[src/rtl/ac_e_unit_pkg.sv]
// Shared encodings for the accumulator/E stage and the control logic that
// drives it: skip-condition selects, flag reset values and ALU selects.
package ac_e_unit_pkg;

  // Register-reference skip condition selects (skip_sel).
  localparam logic [1:0] SKIP_SPA = 2'd0;  // skip if AC positive (MSB clear)
  localparam logic [1:0] SKIP_SNA = 2'd1;  // skip if AC negative (MSB set)
  localparam logic [1:0] SKIP_SZA = 2'd2;  // skip if AC is zero
  localparam logic [1:0] SKIP_SZE = 2'd3;  // skip if E is zero

  // Status flags carried alongside AC.
  typedef struct packed {
    logic n;  // negative
    logic z;  // zero
    logic c;  // carry
    logic v;  // signed overflow
  } flags_t;

  // Flag reset values: AC resets to zero, so Z starts set.
  localparam logic FLAG_N_RST = 1'b0;
  localparam logic FLAG_Z_RST = 1'b1;
  localparam logic FLAG_C_RST = 1'b0;
  localparam logic FLAG_V_RST = 1'b0;

  localparam flags_t FLAGS_RST = '{
    n: FLAG_N_RST,
    z: FLAG_Z_RST,
    c: FLAG_C_RST,
    v: FLAG_V_RST
  };

  // Flags after CLA: the same as after reset.
  localparam flags_t FLAGS_CLR = FLAGS_RST;

  // ALU operation selects, shared so the control unit and the datapath
  // agree on which operations also load E from the ALU carry.
  typedef enum logic [2:0] {
    ALU_AND    = 3'd0,
    ALU_ADD    = 3'd1,
    ALU_LDA    = 3'd2,
    ALU_CMA    = 3'd3,
    ALU_CIR    = 3'd4,
    ALU_CIL    = 3'd5,
    ALU_PASS_B = 3'd6,
    ALU_NOP    = 3'd7
  } alu_sel_e;

  // True for ALU operations whose carry out is architecturally captured in E.
  function automatic logic alu_sel_writes_e(input alu_sel_e sel);
    return (sel == ALU_ADD) || (sel == ALU_CIR) || (sel == ALU_CIL);
  endfunction

endpackage

[src/rtl/ac_e_unit_incrementer.sv]
// Combinational +1 for a WORD-wide register. Reports the unsigned wrap
// carry (all-ones -> zero) and the signed overflow (max positive -> min
// negative). Used for AC INC and intended for PC/AR increment as well.
module ac_incrementer
  import ac_e_unit_pkg::*;
#(
  parameter int WORD = 16
) (
  input  logic [WORD-1:0] a_i,
  output logic [WORD-1:0] sum_o,
  output logic            carry_o,
  output logic            ovf_o
);

  // Add one with an extra bit to catch the wrap; overflow is the only
  // increment case where the sign bit goes from 0 to 1.
  always_comb begin
    {carry_o, sum_o} = {1'b0, a_i} + {{WORD{1'b0}}, 1'b1};
    ovf_o            = ~a_i[WORD-1] & sum_o[WORD-1];
  end

endmodule

[src/rtl/ac_e_unit.sv]
// Accumulator / E / status-flag stage sitting directly after the ALU.
// Captures ALU results on command, performs CLA/INC/CLE/CME locally and
// evaluates the SPA/SNA/SZA/SZE skip conditions for the control unit.
//
// There is no handshake: each command input is a one-cycle strobe acted on
// at the next rising edge. skip is a registered one-cycle pulse reporting
// the condition selected by skip_sel, evaluated on the AC/E values held
// before that same edge (so a simultaneous write does not affect it).
// Every output is a register; no input reaches an output combinationally.
module ac_e_unit
  import ac_e_unit_pkg::*;
#(
  parameter int WORD = 16
) (
  input  logic            clk,
  input  logic            rst,
  input  logic [WORD-1:0] alu_out,
  input  logic            alu_co,
  input  logic            alu_ovf,
  input  logic            alu_n,
  input  logic            alu_z,
  input  logic            ac_ld,
  input  logic            ac_clr,
  input  logic            ac_inc,
  input  logic            e_ld,
  input  logic            e_clr,
  input  logic            e_cmp,
  input  logic            skip_en,
  input  logic [1:0]      skip_sel,
  output logic [WORD-1:0] ac,
  output logic            e,
  output logic            flag_n,
  output logic            flag_z,
  output logic            flag_c,
  output logic            flag_v,
  output logic            skip
);

  // Architectural state and next-state.
  logic [WORD-1:0] ac_q, ac_d;
  logic            e_q, e_d;
  flags_t          flags_q, flags_d;
  logic            skip_q, skip_d;

  // Incrementer results for the current AC.
  logic [WORD-1:0] inc_sum;
  logic            inc_carry;
  logic            inc_ovf;

  // Selected skip condition on the current (pre-update) AC/E.
  logic            skip_cond;

  ac_incrementer #(
    .WORD (WORD)
  ) u_inc (
    .a_i     (ac_q),
    .sum_o   (inc_sum),
    .carry_o (inc_carry),
    .ovf_o   (inc_ovf)
  );

  // Evaluate the selected skip condition from registered AC/E only.
  always_comb begin
    skip_cond = 1'b0;
    case (skip_sel)
      SKIP_SPA: skip_cond = ~ac_q[WORD-1];
      SKIP_SNA: skip_cond =  ac_q[WORD-1];
      SKIP_SZA: skip_cond = (ac_q == '0);
      SKIP_SZE: skip_cond = ~e_q;
      default:  skip_cond = 1'b0;
    endcase
  end

  // AC and flags next-state: CLA beats load beats INC; otherwise hold.
  always_comb begin
    ac_d    = ac_q;
    flags_d = flags_q;
    if (ac_clr) begin
      ac_d    = '0;
      flags_d = FLAGS_CLR;
    end else if (ac_ld) begin
      ac_d      = alu_out;
      flags_d.n = alu_n;
      flags_d.z = alu_z;
      flags_d.c = alu_co;
      flags_d.v = alu_ovf;
    end else if (ac_inc) begin
      ac_d      = inc_sum;
      flags_d.n = inc_sum[WORD-1];
      flags_d.z = (inc_sum == '0);
      flags_d.c = inc_carry;
      flags_d.v = inc_ovf;
    end
  end

  // E next-state: CLE beats CME beats load from ALU carry; otherwise hold.
  always_comb begin
    e_d = e_q;
    if (e_clr) begin
      e_d = 1'b0;
    end else if (e_cmp) begin
      e_d = ~e_q;
    end else if (e_ld) begin
      e_d = alu_co;
    end
  end

  // Skip request is only raised in the cycle after skip_en.
  always_comb begin
    skip_d = skip_en & skip_cond;
  end

  // State registers; reset overrides every command and drops a pending skip.
  always_ff @(posedge clk) begin
    if (rst) begin
      ac_q    <= '0;
      e_q     <= 1'b0;
      flags_q <= FLAGS_RST;
      skip_q  <= 1'b0;
    end else begin
      ac_q    <= ac_d;
      e_q     <= e_d;
      flags_q <= flags_d;
      skip_q  <= skip_d;
    end
  end

  assign ac     = ac_q;
  assign e      = e_q;
  assign flag_n = flags_q.n;
  assign flag_z = flags_q.z;
  assign flag_c = flags_q.c;
  assign flag_v = flags_q.v;
  assign skip   = skip_q;

endmodule

[config.mk]
export PLATFORM = sky130hd
export DESIGN_NAME = ac_e_unit
export DESIGN_NICKNAME = d
export VERILOG_FILES = /design/src/rtl/ac_e_unit_pkg.sv /design/src/rtl/ac_e_unit_incrementer.sv /design/src/rtl/ac_e_unit.sv
export SDC_FILE = /design/constraint.sdc
export NUM_CORES = 1
export LEC_CHECK = 0
export ABC_AREA = 1
export CORE_ASPECT_RATIO = 0.8
export CORE_MARGIN = 8
export CORE_UTILIZATION = 44
export CTS_CLUSTER_SIZE = 12
export DETAILED_ROUTE_END_ITERATION = 8
export PLACE_DENSITY = 0.84
export SLEW_MARGIN = 0
export SYNTH_ARGS = -nofsm -noshare
export SYNTH_HDL_FRONTEND = slang
export SYNTH_SLANG_ARGS = --single-unit
[constraint.sdc]
create_clock -name clk -period 2.1 [get_ports clk]
set_input_delay 0.42 -clock clk [delete_from_list [all_inputs] [get_ports clk]]
set_output_delay 0.42 -clock clk [all_outputs]
set_load 0.01 [all_outputs]
==> results.md <==
Timing:
- The clock tree skew after final layout is 3.81 ps.
- The maximum operating frequency is 545 MHz.
- Setup violations remaining at the end of the flow were counted as 0.
- The total count of hold-check failures in the final report came to 0.
- After layout, the worst path uses 87.4% of the clock period.
- The relative max-transition margin is 66.6%.
- Setup repair after global routing left no endpoint under its margin.
- The number of slew-limit violations in the final report is 0.
- Setup total negative slack on the finished layout was measured at 0 ps.
- The tightest hold margin is 501 ps.
- The slew at the pin with the worst max-slew slack is 500 ps.
- The clock period minus worst slack is 1830 ps.
- In the post-route analysis, the smallest setup slack over all paths is 266 ps.

Place:
- At the end of routability-driven placement, the weighted congestion stood at 0.939.
- During placement, the flow inserted port buffers numbering 52.
- The placed wire-length estimate is 3.64 mm.
- Before CTS, the worst setup slack after placement is 156 ps.

Setup path:
- The class of the most critical setup path is flip-flop to flip-flop.
- The data required time at the worst endpoint is 2310 ps.
- STA classifies the critical path endpoint as a flip-flop.
- The worst reg-to-reg setup slack is 270 ps.
- The startpoint type of the worst setup path is a flip-flop.
- The maximum fanout along the worst path is 6.
- Data arrives at the worst endpoint at 2050 ps.

Route:
- The via count of the routed design is 1753.
- The final layout contains routed wiring with a total length of 4.64 mm.
- The total met3 wirelength after detailed routing is 344 um.
- The first detailed-routing pass took 4 iterations.
- The antenna violation net count after detailed routing is 0.
- The average wire per cell in the routed design is 13.7 um.
- In the routed layout, each cell is associated on average with a via count of 5.16.
- The remaining routing DRC violations is 0.
- The highest metal layer with signal wires is met4.
- The sum of routed wire segments on met1 is 2.10 mm.
- The first routing iteration left 134 violations.
- The total met2 wirelength after detailed routing is 2.17 mm.

Global routing:
- The number of antenna violations at the first check in global routing is 0.
- The first-pass GRT wire length is 7.69 mm.
- The maximum number of pins on one net before global-route repair is 23.
- The overflow left after global routing is 0.
- The via count of the first global-routing pass is 1641.
- The overall fraction of global-route tracks in use is 17.4%.

Synthesis:
- After synthesis, the netlist uses 29 different library cells.
- The total nets after synthesis is 274.
- Summing every instance area after synthesis gives 1460 um2.
- Yosys mapped a number of flops with a built-in enable equal to 0.
- The synthesized design devotes to its leading area cell type 30.1% of total area.
- The synthesized design spends more area on one cell type than any other, namely dfxtp_1.
- The synthesized instance count is 239.
- Yosys attributes the largest share of cell area to dfxtp_1, nand2_1, inv_1.
- The post-synthesis average cell area is 6.11 um2.
- The top flip-flop cell by instance count after synthesis is dfxtp_1.
- By count the netlist is led by nand2_1, inv_1, nor2_1.
- During synthesis, Yosys emitted a total of 0 warnings.
- The most instantiated library cell after synthesis is nand2_1.
- Counting flops with an async set or reset pin after synthesis yields a share of 0%.
- The number of flip-flops and latches in the synthesized netlist is 22.
- The portion of the post-synthesis area used by sequential elements is 30.1%.

CTS:
- The latest clock arrival within the worst-skew pair is 260 ps.
- CTS built an H-tree with a depth of 1.
- For this design, the CTS-stage hold fixing added 0 buffers.
- The number of buffers inserted by post-CTS setup repair is 0.
- TritonCTS built the clock tree.
- The number of buffers created by CTS is 3.
- The maximum count of clock buffers along a single path is 2.
- The root buffer cell chosen for the clock tree is clkbuf_8.
- After clock tree synthesis, the clock-pin slew on the worst setup and hold paths is 80 ps.
- The post-cts resize count is 0.
- The CTS sink count is 22.

Finish:
- Cells with a size suffix above 1 make up 11.0% of the layout.
- The total number of nets in the final design is 337.
- 0 antenna diodes ended up in the layout.
- The relative area change from synthesis to final layout is 47.1%.

Power and ir drop:
- Per report_power, the sequential group accounts for 48.7% of the total.
- Dividing total power by cell area gives a power density of 429 nW/um2.
- Per report_power, the clock group accounts for 29.0% of the total.
- VDD sags by at most 0.339 mV.
- Internal power comes to 0.675 mW.
- For this design the static power due to leakage is 0.890 nW.
- The net switching component of the power is 0.248 mW.
- The logic gate share of total power is 22.2%.
- Of the total power, the share spent switching nets is 26.8%.

Floorplan:
- The initial cell density of the core is 46.7%.
- The number of placement rows is 18.
- The die covers 5430 um2.
- The region available for standard cell placement spans 3130 um2.
- The height of the die is 67.5 um.
- The horizontal extent of the die is 80.4 um.
- Pin placement for this block handled 53 I/O pins.

Worst hold path:
- The min-delay analysis places its worst path in the category flip-flop to flip-flop.

Run:
- The number of violations of the max-capacitance limit is 0.

Status:
- The flow ran to the end, and the final reports show no timing, DRC or antenna violations.
layer usage:
layer,GRT usage [%],vias up
met5,0,-
met4,2.04,0
met3,3.71,2
met2,28.3,71
met1,23.6,785
li1,-,895
cells in the final DEF, fill, tap and decap left out:
cell type and n:
a21oi_1 5, inv_2 1, a221oi_1 1, inv_1 29
clkdlybuf4s50_1 52, xor2_1 1, dfxtp_1 15, nand3b_1 2
nand4_1 6, buf_4 11, a211oi_1 1, a31oi_1 10
ha_1 4, o21ai_0 6, xnor2_1 1, nor4_1 1
nand2_1 87, nor2_2 3, dfxtp_2 7, nor3_2 1
clkbuf_8 3, nand3_1 13, nor2_1 25, clkinv_1 1
nor2_4 2, o21a_1 1, nand2_2 3, a2111oi_0 1
nand3_2 2, o211ai_1 1, a22oi_1 4
per-stage QoR:
step | area, um2 | std cells | power, mW | utilization, %
detailed placement | 2090 | 337 | 0.662 | 66.9
global route | 2150 | 340 | 0.961 | 68.7
finish | 2150 | 340 | 0.923 | 68.7
global placement | 2090 | 337 | 0.659 | 66.9
floorplan | 1460 | 239 | 0.539 | -
CTS | 2140 | 340 | 0.925 | 68.2
worst paths after layout:
kind / end / start / cells after the start
worst max register to register: flag_z / ac[5] / 13
worst min register to register: flag_z / flag_z / 2
worst min-delay path: flag_z / flag_z / 2
worst max-delay path: flag_z / ac[5] / 13
critical path, stage by stage, from the launching register on:
cell and delay (ps):
dfxtp_2 380, nand2_1 120, nor2_4 190, nand3_1 160
nor3_2 150, ha_1 160, nand4_1 80, nor2_1 90
nand2_1 60, nor2_1 80, nand3_1 80, nor2_1 110
nand2_1 70, nand2_1 50
state kept, by name, indices dropped and copies added, names as in the netlist:
name    count
e           1
flag_n      1
flag_c      1
flag_z      1
ac         16
flag_v      1
skip        1
kinds of logic after synthesis:
family | count (synthesis) | synth area share (%)
compound gates | 30 | 12.8
flops | 22 | 30.1
xor+xnor | 2 | 1.20
buf+inv | 36 | 9.33
fa+ha+maj | 4 | 3.42
simple gates | 145 | 43.1
power by group through the flow:
| stage | clock network (mW) | registers, mW | logic (mW) |
|---|---|---|---|
| 6_report | 0.268 | 0.450 | 0.205 |
| 5_1_grt | 0.283 | 0.452 | 0.225 |
| 4_1_cts | 0.271 | 0.448 | 0.205 |
| 3_5_place_dp | 0 | 0.458 | 0.204 |
| 3_3_place_gp | 0 | 0.458 | 0.201 |
| 2_1_floorplan | 0 | 0.465 | 0.0743 |
final cells by class:
class,instances,area (um2)
multi-input combinational,181,890
fill,283,981
inverter,31,116
tap,40,50.0
sequential,22,449
clock buffer,3,41.3
timing repair buffer,63,603
Power figures use the tool's default switching activity.
